## src/rtl/mem_arbiter.sv

```systemverilog
// Arbiter for the shared single-port 16-bit memory. It serves the fetch (I) and
// load/store (D) ports through IDLE -> ACCESS -> RESP, with D having priority.
module mem_arbiter #(
  parameter int ADDR_WIDTH   = 16,
  parameter int STARVE_LIMIT = 4
) (
  input  logic                  clk,
  input  logic                  rst,
  input  logic                  i_req,
  input  logic [ADDR_WIDTH-1:0] i_addr,
  output logic                  i_ack,
  output logic [15:0]           i_rdata,
  input  logic                  d_req,
  input  logic                  d_wr,
  input  logic [ADDR_WIDTH-1:0] d_addr,
  input  logic [15:0]           d_wdata,
  output logic                  d_ack,
  output logic [15:0]           d_rdata,
  output logic                  mem_enable,
  output logic                  mem_wr,
  output logic [ADDR_WIDTH-1:0] mem_addr,
  output logic [15:0]           mem_data_in,
  input  logic [15:0]           mem_data_out,
  output logic                  busy
);

  typedef enum logic [1:0] {IDLE, ACCESS, RESP} state_t;

  typedef struct packed {
    logic                  is_d;
    logic                  wr;
    logic [ADDR_WIDTH-1:0] addr;
    logic [15:0]           wdata;
  } req_t;

  localparam logic [3:0] LIMIT = 4'(STARVE_LIMIT);

  state_t     state, state_nxt;
  req_t       lat, lat_nxt;
  logic [3:0] starve_cnt, starve_nxt;
  logic       d_win;

  always_comb begin
    state_nxt  = state;
    lat_nxt    = lat;
    starve_nxt = starve_cnt;
    d_win      = d_req && !(i_req && (starve_cnt >= LIMIT));
    unique case (state)
      IDLE: begin
        // Counter only tracks consecutive I losses; any I win or absent I clears it.
        if (i_req && d_win)
          starve_nxt = (starve_cnt == 4'hF) ? 4'hF : starve_cnt + 4'd1;
        else
          starve_nxt = 4'd0;
        if (i_req || d_req) begin
          state_nxt = ACCESS;
          if (d_win) begin
            lat_nxt.is_d  = 1'b1;
            lat_nxt.wr    = d_wr;
            lat_nxt.addr  = d_addr;
            lat_nxt.wdata = d_wdata;
          end else begin
            lat_nxt.is_d  = 1'b0;
            lat_nxt.wr    = 1'b0;
            lat_nxt.addr  = i_addr;
            lat_nxt.wdata = 16'h0;
          end
        end
      end
      ACCESS:  state_nxt = RESP;
      RESP:    state_nxt = IDLE;
      default: state_nxt = IDLE;
    endcase
  end

  always_ff @(posedge clk) begin
    if (rst) begin
      state      <= IDLE;
      lat        <= '0;
      starve_cnt <= 4'd0;
      i_ack      <= 1'b0;
      d_ack      <= 1'b0;
      i_rdata    <= 16'h0;
      d_rdata    <= 16'h0;
    end else begin
      state      <= state_nxt;
      lat        <= lat_nxt;
      starve_cnt <= starve_nxt;
      i_ack      <= (state == ACCESS) && !lat.is_d;
      d_ack      <= (state == ACCESS) && lat.is_d;
      if (state == ACCESS) begin
        if (lat.is_d) d_rdata <= lat.wr ? 16'h0 : mem_data_out;
        else          i_rdata <= mem_data_out;
      end
    end
  end

  // Memory strobes are gated by rst so preload or a dropped store is never disturbed.
  assign mem_enable  = (state == ACCESS) && !rst;
  assign mem_wr      = mem_enable && lat.wr;
  assign mem_addr    = lat.addr;
  assign mem_data_in = lat.wdata;
  assign busy        = (state != IDLE);

endmodule

```

## config.mk

```make
export PLATFORM = sky130hd
export DESIGN_NAME = mem_arbiter
export DESIGN_NICKNAME = d
export VERILOG_FILES = /design/src/rtl/mem_arbiter.sv
export SDC_FILE = /design/constraint.sdc
export NUM_CORES = 1
export LEC_CHECK = 0
export BUFFER_PORTS_ARGS = -buffer_cell sky130_fd_sc_hd__buf_2
export CAP_MARGIN = 20
export CORE_MARGIN = 2
export CORE_UTILIZATION = 38
export DETAILED_ROUTE_END_ITERATION = 10
export PLACE_DENSITY = 0.74
export SLEW_MARGIN = 20
export SYNTH_ARGS = -nofsm -noshare
export SYNTH_HDL_FRONTEND = slang
export SYNTH_SLANG_ARGS = --single-unit
```

## constraint.sdc

```tcl
create_clock -name clk -period 3.67 [get_ports clk]
set_clock_uncertainty 0.15 [all_clocks]
set_input_delay 0 -clock clk [delete_from_list [all_inputs] [get_ports clk]]
set_output_delay 0 -clock clk [all_outputs]
set_load 0.03 [all_outputs]
```

==> metrics.md, run 1 <==
| Metric | Value |
|---|---|
| Weighted congestion reported at the end of routability-driven placement | 0.7877 |
| Hold buffer count at cts | 67 |
| Simple-Gate Fraction of Synth Area | 0.1538 |
| Setup bufs post-CTS | 0 |
| CTS tree | built |
| Clock buffer count from CTS | 9 |
| Yosys warnings | 0 |
| Placed Instance Area | 0.003571 sq mm |
| Highest-count cells in the layout ignoring fill and taps | sky130_fd_sc_hd__buf_2, sky130_fd_sc_hd__dfxtp_1, sky130_fd_sc_hd__dlygate4sd3_1 |
| Outcome | finished, final reports clean |
| Wire length of the first global-routing pass | 14,080 microns |
| Number of vias per cell | 5.227 |
| Post-synthesis instance total | 353 |
| Count of cells along the worst hold path | 3 |
| Worst Hold End | lat[33] |
| Top-area cell type share of the netlist area | 0.4753 |
| Shortest clock period the worst path allows after layout | 2852 ps |
| Startpoint of the worst-slack reg-to-reg timing path | state[1] |
| Max-slew violation count | 0 |
| Clock Latency Late Sink | 340 ps |
| Worst-case setup margin in the final layout | 818.3 ps |
| Worst setup path class | register to register |
| Worst path arrival time | 2930 ps |
| Final critical-path share of the clock period | 0.7770 |
| Largest cells by area after synthesis | sky130_fd_sc_hd__dfxtp_1, sky130_fd_sc_hd__a21oi_1, sky130_fd_sc_hd__buf_4 |
| First drt pass iteration count | 5 |
| Final instance area | 0.004508 sq mm |
| Final sum of negative setup slack | 0 ps |
| Post-synthesis adder-cell area fraction | 0.004014 |
| Half-perimeter wire length of the detailed placement result | 5588 microns |
| CP max-delay cell | sky130_fd_sc_hd__dlygate4sd3_1 |
| Hold_sp | d_req |
| Count of unresolved DRC violations after routing | 0 |
| Total of fill cells in the finished design | 749 |
| Global router's overall resource usage | 0.1996 |
| Cell chain of the critical path | nor2_4, buf_4, inv_2, nor2_2, a311oi_1, dlygate4sd3_1 |
| Clk root buf | sky130_fd_sc_hd__clkbuf_8 |
| Count of antenna-violating nets left after detailed routing | 0 |
| H-tree levels | 3 |
| PostCTS Resize Cnt | 0 |
| Xor/xnor share of the synthesized area | 0 |
| Path depth of the worst reg2reg path | 6 |
| Total congestion overflow | 0 |
| Most common cell after layout, fill and taps aside | sky130_fd_sc_hd__buf_2 |
| Share of synthesized flip-flops with an asynchronous set or reset | 0 |
| Number of register bits inferred by synthesis | 74 |
| Setup repair after global routing missed its margin | false |
| Syn Std Cell Area | 0.003117 sq mm |
| Count of buffers from port buffering | 137 |
| Required @ worst endpoint | 3740 ps |
| Core outline area | 0.008093 sq mm |
| Crit-path max FO | 37 |
| Sequential cell area fraction in the yosys report | 0.4753 |
| Mean post-synth cell area | 8.829 sq um |
| Pre-CTS setup slack | 1451 ps |
| Startpoint type of the worst setup path | register |
| Clock net sink count | 74 |
| Internal reg-to-reg setup slack | 820 ps |
| Mapped Nets | 423 |
| Fraction of layout cells with a size suffix above 1 | 0.3158 |
| Largest incremental delay on the critical path | 620 ps |
| Fin. Hold Viols | 0 |
| Compound-Gate Fraction of Synth Area | 0.2352 |
| Starting Density | 0.3851 |
| Number of nets in the finished design | 578 |
| # setup viols final | 0 |
| Hold slack final | 117.0 ps |
| Vias after detailed routing | 3,230 |
| Destination of the worst register-to-register timing path | mem_addr[10] |
| Die area | 0.008943 sq mm |
| Kind of capture point of the worst setup path | register |
| Antenna violations before repair | 0 |
| Overall die width | 94.57 microns |
| Highest clock frequency the design can meet | 350.7 MHz |
| Number of global-route vias before repair | 3,088 |
| Avg WL per Cell | 14.77 microns |
| Count of pins on the block boundary | 138 |
| Worst-Margin Slew | 918.3 ps |
| Diodes inserted | 0 |
| Iteration-0 DRC Markers | 152 |
| Number of distinct standard cells referenced by the synthesized netlist | 37 |
| Commonest register cell after synthesis | sky130_fd_sc_hd__dfxtp_1 |
| Multiplexer area fraction after synthesis | 0.003212 |
| Total power density per cell area | 473.9 mW/mm^2 |
| VDD IR max | 215.8 uV |
| Path class of the lowest-slack min-delay path | primary input to register |
| Routed WL | 9125 microns |
| Number of enable-type register cells in the synthesized netlist | 0 |
| Number of max-capacitance violations reported | 0 |
| Layout Area Growth over Synthesis | 44.64% |
| Yosys top cell by area | sky130_fd_sc_hd__dfxtp_1 |
| Leakage power figure | 2.032 nW |
| Slew headroom | 0.3851 |
| Number of buffers on the longest clock path | 2 |
| Floorplan die height | 94.57 microns |
| Main combinational cell family by area after synthesis | compound AO/OA/AOI/OAI gates |
| Register clock-pin slew on the reported worst setup and hold paths | 80 ps |
| Cell row count | 33 |
| Pin count of the biggest net entering global routing | 41 |
stage by stage:
stage          utilization  std cells  total power [mW]
2_1_floorplan            -        353             1.172
3_3_place_gp        0.4412        535             1.238
3_5_place_dp        0.4412        535             1.245
4_1_cts             0.5571        618             2.147
5_1_grt             0.5571        618             2.224
6_report            0.5571        618             2.136
power by group:
| group | internal (mW) | switching (mW) |
|---|---|---|
| Combinational | 0.170 | 0.247 |
| Clock | 0.539 | 0.296 |
| Sequential | 0.853 | 0.0314 |
| Total | 1.56 | 0.575 |
cell usage after synthesis (2+ instances only):
cell type,number
sky130_fd_sc_hd__a22o_1,15
sky130_fd_sc_hd__o21ai_0,19
sky130_fd_sc_hd__nand2_1,33
sky130_fd_sc_hd__a21oi_1,52
sky130_fd_sc_hd__nor2_1,3
sky130_fd_sc_hd__nor3b_2,2
sky130_fd_sc_hd__nor2b_1,2
sky130_fd_sc_hd__o21ai_1,15
sky130_fd_sc_hd__dfxtp_1,74
sky130_fd_sc_hd__and2_1,2
sky130_fd_sc_hd__a311oi_1,16
sky130_fd_sc_hd__buf_6,2
sky130_fd_sc_hd__nor3b_1,2
sky130_fd_sc_hd__nor3_1,2
sky130_fd_sc_hd__buf_2,11
sky130_fd_sc_hd__buf_4,33
sky130_fd_sc_hd__clkbuf_1,17
sky130_fd_sc_hd__nand4_1,17
sky130_fd_sc_hd__nand3_1,18
cells by family after synthesis:
family	count (synthesis)
AOI/OAI and AO/OA	121
adders and majority gates	1
buffers and inverters	66
DFF	74
muxes	1
and+or+nand+nor	90
layer usage:
| layer | wire length (microns) | vias to the layer above | share of wire | track usage |
|---|---|---|---|---|
| met4 | 203 | 0 | 0.022 | 0.08937 |
| met1 | 3785 | 1523 | 0.41 | 0.2318 |
| li1 | - | 1558 | - | - |
| met3 | 589 | 19 | 0.065 | 0.04070 |
| met5 | 0 | - | 0 | 0 |
| met2 | 4546 | 130 | 0.50 | 0.3536 |
worst max-delay path: cells and delay by family (launching register included):
kind / cells / cell delay [ps]
flip-flops: 1 / 400
buffers and inverters: 3 / 1250
AO/OA/AOI/OAI: 1 / 200
AND/OR/NAND/NOR: 2 / 710
worst max-delay path by stage:
stage | startpoint | end | cells after the start
floorplan | state[0] | d_rdata[10] | 5
global placement | state[1] | mem_addr[10] | 5
detailed placement | state[1] | mem_addr[14] | 5
CTS | state[1] | mem_addr[5] | 6
global route | state[1] | mem_addr[13] | 6
finish | state[1] | mem_addr[10] | 6
registers in the layout, indices dropped and copies added, names as in the netlist:
name / count
i_rdata: 16
starve_cnt: 4
d_rdata: 16
mem_addr: 16
i_ack: 1
lat: 2
state: 2
mem_data_in: 16
d_ack: 1
cell type report:
class | instances | area [sq um] | area share
Inverter | 2 | 7.507 | 0.001665
Sequential cell | 74 | 1481 | 0.3286
Clock buffer | 11 | 141.4 | 0.03136
Tap cell | 105 | 131.4 | 0.02914
Clock inverter | 5 | 125.1 | 0.02775
Multi-Input combinational cell | 213 | 1235 | 0.2739
Timing Repair Buffer | 208 | 1386 | 0.3075
Note: power is estimated with default switching activity, not from simulation.
==> run 2, diff against run 1 <==
--- a/config.mk
+++ b/config.mk
@@ -10,7 +10,7 @@
 export CORE_MARGIN = 2
 export CORE_UTILIZATION = 38
 export DETAILED_ROUTE_END_ITERATION = 10
-export PLACE_DENSITY = 0.74
+export PLACE_DENSITY = 0.76
 export SLEW_MARGIN = 20
 export SYNTH_ARGS = -nofsm -noshare
 export SYNTH_HDL_FRONTEND = slang
==> constraint.sdc (replaced) <==
create_clock -name clk -period 2.6 [get_ports clk]
set_clock_uncertainty 0.15 [all_clocks]
set_input_delay 0 -clock clk [delete_from_list [all_inputs] [get_ports clk]]
set_output_delay 0 -clock clk [all_outputs]
set_load 0.03 [all_outputs]
==> run 2 against run 1 <==
Effect of this change: via count decreased by 0.37%; count of clock-buffer cells in the layout grew 2; hold slack lost 93 ps.
==> metrics.md, run 2 (synthesized netlist as in run 1, its figures left out) <==
| Metric | Value |
|---|---|
| Outcome | finished, final reports clean |
| Fin. Hold Viols | 0 (unchanged) |
| Final sum of negative setup slack | 0 ps (unchanged) |
| Layout Area Growth over Synthesis | 42.35% |
| Fraction of layout cells with a size suffix above 1 | 0.3140 (-0.001836) |
| Multi-input gate area in the final layout | 0.001235 sq mm (unchanged) |
| Startpoint of the worst setup timing path | state[1] |
| Global router's overall resource usage | 0.1973 (-0.002282) |
| Worst-Margin Slew | 708.2 ps (-210.1 ps) |
| Count of cells along the worst hold path | 2 (-1) |
| Count of antenna-violating nets left after detailed routing | 0 (unchanged) |
| Required @ worst endpoint | 2670 ps (-1070 ps) |
| Total congestion overflow | 0 (unchanged) |
| Max-slew violation count | 0 (unchanged) |
| Clock buffer count from CTS | 9 (unchanged) |
| Final instance area | 0.004437 sq mm (-1.6%) |
| Pin count of the biggest net entering global routing | 37 (-9.8%) |
| Final critical-path share of the clock period | 0.9353 (+0.1583) |
| Startpoint of the worst-slack reg-to-reg timing path | state[1] |
| Shortest clock period the worst path allows after layout | 2432 ps (-419.9 ps) |
| Slew headroom | 0.5273 (+0.1422) |
| Clock net sink count | 74 (unchanged) |
| Met2 GRT Util | 0.3476 (-0.005952) |
| Core outline area | 0.008093 sq mm (unchanged) |
| Wire length of the first global-routing pass | 13,800 microns (-2.0%) |
| Diodes inserted | 0 (unchanged) |
| # placed instances | 538 (+0.56%) |
| Worst setup path class | register to register |
| Clk root buf | sky130_fd_sc_hd__clkbuf_8 |
| Path class of the lowest-slack min-delay path | primary input to register |
| Number of nets in the finished design | 582 (+0.69%) |
| Vias after detailed routing | 3,218 (-0.37%) |
| H-tree levels | 3 (unchanged) |
| Starting Density | 0.3851 (unchanged) |
| Overall die width | 94.57 microns (unchanged) |
| Number of vias per cell | 5.182 (-0.85%) |
| Register area | 0.001481 sq mm (unchanged) |
| Kind of capture point of the worst setup path | register |
| Cell row count | 33 (unchanged) |
| Highest-count cells in the layout ignoring fill and taps | sky130_fd_sc_hd__buf_2, sky130_fd_sc_hd__dfxtp_1, sky130_fd_sc_hd__dlygate4sd3_1 |
| # setup viols final | 0 (unchanged) |
| Number of buffers on the longest clock path | 2 (unchanged) |
| Half-perimeter wire length of the detailed placement result | 5584 microns (about the same) |
| Setup repair after global routing missed its margin | false |
| Worst path arrival time | 2500 ps (-430 ps) |
| Avg WL per Cell | 14.79 microns (+0.14%) |
| VDD IR max | 268.9 uV (+25%) |
| Top Usage Layer GRT | met2 |
| Final cell count without fillers | 621 (+0.49%) |
| First drt pass iteration count | 4 (-1) |
| Weighted congestion reported at the end of routability-driven placement | 0.7152 (-9.2%) |
| Destination of the worst register-to-register timing path | mem_addr[14] |
| Total power density per cell area | 586.7 mW/mm^2 (+24%) |
| Number of max-capacitance violations reported | 0 (unchanged) |
| Placed Instance Area | 0.003593 sq mm (+0.63%) |
| Die area | 0.008943 sq mm (unchanged) |
| Path depth of the worst reg2reg path | 5 (-1) |
| Most common cell after layout, fill and taps aside | sky130_fd_sc_hd__buf_2 |
| Internal reg-to-reg setup slack | 170 ps (-650 ps) |
| Met1 track demand over resource | 0.2378 (+0.006058) |
| Global Route met3 Usage | 0.03671 (-0.003990) |
| Register clock-pin slew on the reported worst setup and hold paths | 70 ps (about the same) |
| Crit-path max FO | 25 (-32%) |
| Iteration-0 DRC Markers | 212 (+39%) |
| Count of pins on the block boundary | 138 (unchanged) |
| Startpoint type of the worst setup path | register |
| Antenna violations before repair | 0 (unchanged) |
| PostCTS Resize Cnt | 0 (unchanged) |
| Highest clock frequency the design can meet | 411.2 MHz (+17%) |
| CTS tree | built |
| Total of fill cells in the finished design | 719 (-4.0%) |
| Floorplan die height | 94.57 microns (unchanged) |
| Capturing element of the worst setup path | mem_addr[14] |
| Number of global-route vias before repair | 2,910 (-5.8%) |
| Count of unresolved DRC violations after routing | 0 (unchanged) |
| Count of buffers from port buffering | 137 (unchanged) |
| Routed WL | 9182 microns (+0.62%) |
| Clock Latency Late Sink | 330 ps (about the same) |
| Leakage power figure | 1.999 nW (-1.7%) |
-- run 2: repair_timing --
action | 4_1_cts | 5_1_grt
buffers inserted | 0 | 0
hold buffers | 68 | 0
hold endpoints to repair | 69 | 0
-- run 2: worst min path at each step --
stage / to / slack [ps] / from
after CTS: d_rdata[15] / 2 / rst
after global routing: d_rdata[15] / 30 / rst
after floorplan: mem_enable / -70 / rst
after global placement: d_rdata[14] / 80 / mem_data_out[14]
after detailed placement: d_rdata[9] / 80 / mem_data_out[9]
final: d_rdata[15] / 20 / rst
-- run 2: report_power, final --
part | switching (mW) | internal [mW]
Combinational | 0.351 | 0.243
Sequential | 0.0438 | 1.21
Clock | 0.391 | 0.369
Total | 0.786 | 1.82
-- run 2: final cells by class --
class | count | area share
timing repair buffer | 212 | 0.3198
inverter | 2 | 0.001692
sequential | 74 | 0.3339
clock buffer | 13 | 0.03356
tap | 105 | 0.02961
multi-input combinational | 213 | 0.2783
clock inverter | 2 | 0.003102
-- run 2: metrics by stage --
stage | total power [mW] | setup slack [ps] | utilization | hold slack [ps]
after floorplan | 1.654 | 846.6 | - | -72.26
after global placement | 1.751 | 866.7 | 0.4440 | 78.45
after detailed placement | 1.762 | 792.0 | 0.4440 | 84.57
after CTS | 2.622 | 255.8 | 0.5482 | 1.779
after global routing | 2.733 | 72.44 | 0.5482 | 27.05
final | 2.603 | 168.2 | 0.5482 | 23.94
-- run 2: layer usage --
| metal | share of wire | wire length (microns) |
|---|---|---|
| met2 | 0.50 | 4560 |
| met3 | 0.070 | 645 |
| met4 | 0.0062 | 57 |
| met1 | 0.43 | 3919 |
| met5 | 0 | 0 |
-- run 2: worst max-delay path, cell delays in order (launching register included) --
cell and delay, ps:
sky130_fd_sc_hd__dfxtp_1 390, sky130_fd_sc_hd__nor2_4 140, sky130_fd_sc_hd__inv_2 180, sky130_fd_sc_hd__nor2_2 620
sky130_fd_sc_hd__a311oi_1 200, sky130_fd_sc_hd__dlygate4sd3_1 620
==> run 3, diff against run 2 <==
--- a/config.mk
+++ b/config.mk
@@ -11,6 +11,7 @@
 export CORE_UTILIZATION = 38
 export DETAILED_ROUTE_END_ITERATION = 10
 export PLACE_DENSITY = 0.76
+export REMOVE_ABC_BUFFERS = 1
 export SLEW_MARGIN = 20
 export SYNTH_ARGS = -nofsm -noshare
 export SYNTH_HDL_FRONTEND = slang
==> run 3 against run 2 <==
Effect of this change: maximum frequency rose by 0.54%; first-iteration DRC count decreased by 40%; final area up 3.0%; hold slack gained 250 ps; register-to-register slack about the same; sequential share of layout area down 0.98 points; clock power increased by 30%; critical path depth unchanged; power rose by 9.2%; highest routed layer unchanged.
==> metrics.md, run 3 (synthesized netlist as in run 1, its figures left out) <==
| Metric | Value |
|---|---|
| VDD IR max | 349.8 uV (+30%) |
| Most common cell after layout, fill and taps aside | sky130_fd_sc_hd__buf_2 |
| Weighted congestion reported at the end of routability-driven placement | 0.8121 (+14%) |
| Clk root buf | sky130_fd_sc_hd__clkbuf_8 |
| Number of max-capacitance violations reported | 0 (unchanged) |
| Multi-input gate area in the final layout | 0.001237 sq mm (+0.20%) |
| Outcome | finished, final reports clean |
| Register area | 0.001481 sq mm (unchanged) |
| Clock net sink count | 74 (unchanged) |
| Largest incremental delay on the critical path | 620 ps (about the same) |
| Worst setup path class | register to register |
| Floorplan die height | 94.57 microns (unchanged) |
| Destination of the worst register-to-register timing path | mem_addr[12] |
| Kind of capture point of the worst setup path | register |
| Starting Density | 0.3851 (unchanged) |
| Startpoint type of the worst setup path | register |
| Total of fill cells in the finished design | 703 (-2.2%) |
| Antenna violations before repair | 0 (unchanged) |
| Total chip power | 2.843 mW (+9.2%) |
| Pin count of the biggest net entering global routing | 37 (unchanged) |
| Path class of the lowest-slack min-delay path | primary input to register |
| Count of antenna-violating nets left after detailed routing | 0 (unchanged) |
| CTS tree | built |
| PostCTS Resize Cnt | 0 (unchanged) |
| Fraction of layout cells with a size suffix above 1 | 0.3155 (+0.001534) |
| Internal reg-to-reg setup slack | 180 ps (about the same) |
| Layout Area Growth over Synthesis | 46.65% |
| Final standard cell utilization of the core | 0.5648 (+0.01654) |
| Worst-Margin Slew | 676.0 ps (-32.23 ps) |
| Global router's overall resource usage | 0.2085 (+0.01114) |
| Clock buffer count from CTS | 9 (unchanged) |
| Count of unresolved DRC violations after routing | 0 (unchanged) |
| Setup repair after global routing missed its margin | false |
| Worst path arrival time | 2500 ps (about the same) |
| Capturing element of the worst setup path | mem_addr[12] |
| # setup viols final | 0 (unchanged) |
| Vias after detailed routing | 3,288 (+2.2%) |
| Max-slew violation count | 0 (unchanged) |
| Number of nets in the finished design | 588 (+1.0%) |
| Crit-path max FO | 25 (unchanged) |
| Path depth of the worst reg2reg path | 5 (unchanged) |
| Diodes inserted | 0 (unchanged) |
| Shortest clock period the worst path allows after layout | 2419 ps (-13.02 ps) |
| Clock Latency Late Sink | 340 ps (about the same) |
| Total power density per cell area | 622.1 mW/mm^2 (+6.0%) |
| Highest-count cells in the layout ignoring fill and taps | sky130_fd_sc_hd__buf_2, sky130_fd_sc_hd__dlygate4sd3_1, sky130_fd_sc_hd__dfxtp_1 |
| Final critical-path share of the clock period | 0.9303 (-0.005008) |
| Wire length of the first global-routing pass | 14,570 microns (+5.5%) |
| Avg WL per Cell | 14.97 microns (+1.2%) |
| Hold slack final | 270.5 ps (+246.6 ps) |
| Startpoint of the worst-slack reg-to-reg timing path | state[1] |
| Overall die width | 94.57 microns (unchanged) |
| Worst-case setup margin in the final layout | 181.2 ps (+13.02 ps) |
| Iteration-0 DRC Markers | 127 (-40%) |
| Total congestion overflow | 0 (unchanged) |
| Half-perimeter wire length of the detailed placement result | 5778 microns (+3.5%) |
| Cell row count | 33 (unchanged) |
| Core outline area | 0.008093 sq mm (unchanged) |
| Pre-CTS setup slack | 773.4 ps (-18.61 ps) |
| Routed WL | 9400 microns (+2.4%) |
| Number of buffers on the longest clock path | 2 (unchanged) |
| Count of buffers from port buffering | 137 (unchanged) |
| Count of pins on the block boundary | 138 (unchanged) |
| Final sum of negative setup slack | 0 ps (unchanged) |
| Slew headroom | 0.5488 (+0.02151) |
| Leakage power figure | 2.036 nW (+1.9%) |
| Die area | 0.008943 sq mm (unchanged) |
| Required @ worst endpoint | 2680 ps (about the same) |
| Number of global-route vias before repair | 2,968 (+2.0%) |
| First drt pass iteration count | 5 (+1) |
| Setup bufs post-CTS | 0 (unchanged) |
| Highest clock frequency the design can meet | 413.4 MHz (+0.54%) |
| Number of vias per cell | 5.236 (+1.0%) |
| Fin. Hold Viols | 0 (unchanged) |
| H-tree levels | 3 (unchanged) |
| CP max-delay cell | sky130_fd_sc_hd__dlygate4sd3_1 |
| Startpoint of the worst setup timing path | state[1] |
| Register clock-pin slew on the reported worst setup and hold paths | 80 ps (about the same) |
| Cell chain of the critical path | nor2_4, inv_2, nor2_2, a311oi_1, dlygate4sd3_1 |
-- run 3: through the flow --
step,area (sq um),std cells
global route,4571,628
detailed placement,3601,537
CTS,4571,628
finish,4571,628
global placement,3601,537
floorplan,2724,289
-- run 3: worst max-delay path: cells and delay by family, from the launching register on --
kind            cells  cell delay (ps)
flops               1              400
simple gates        2              760
buf+inv             2              810
compound gates      1              190
-- run 3: layer usage --
metal | track usage | vias up | routed length (microns)
met5 | 0 | - | 0
met4 | 0.07126 | 0 | 160
met3 | 0.07502 | 16 | 985
met2 | 0.3482 | 191 | 4352
met1 | 0.2484 | 1509 | 3902
li1 | - | 1572 | -
-- run 3: power breakdown --
part           switching [mW]  internal [mW]
Combinational           0.357          0.253
Sequential             0.0442           1.20
Clock                   0.443          0.542
-- run 3: what timing repair did --
item,4_1_cts,5_1_grt
hold endpoints to repair,69,0
hold buffers,75,0
setup endpoints to repair,0,0
-- run 3: worst min-delay path by stage --
| stage | startpoint | to | slack, ps | cells past startpoint |
|---|---|---|---|---|
| final | mem_data_out[6] | d_rdata[6] | 270 | 3 |
| after global routing | mem_data_out[13] | d_rdata[13] | 270 | 3 |
| after CTS | mem_data_out[4] | d_rdata[4] | 250 | 3 |
| after detailed placement | mem_data_out[12] | d_rdata[12] | 80 | 2 |
| after global placement | mem_data_out[7] | d_rdata[7] | 80 | 2 |
| after floorplan | rst | i_rdata[0] | -80 | 1 |
-- run 3: cell type report --
class                      instances  share of cell area
clock buffer                      10             0.02792
clock inverter                     6             0.01998
inverter                           2            0.001642
multi-input combinational        213              0.2707
sequential                        74              0.3241
tap                              105             0.02874
timing repair buffer             218              0.3269
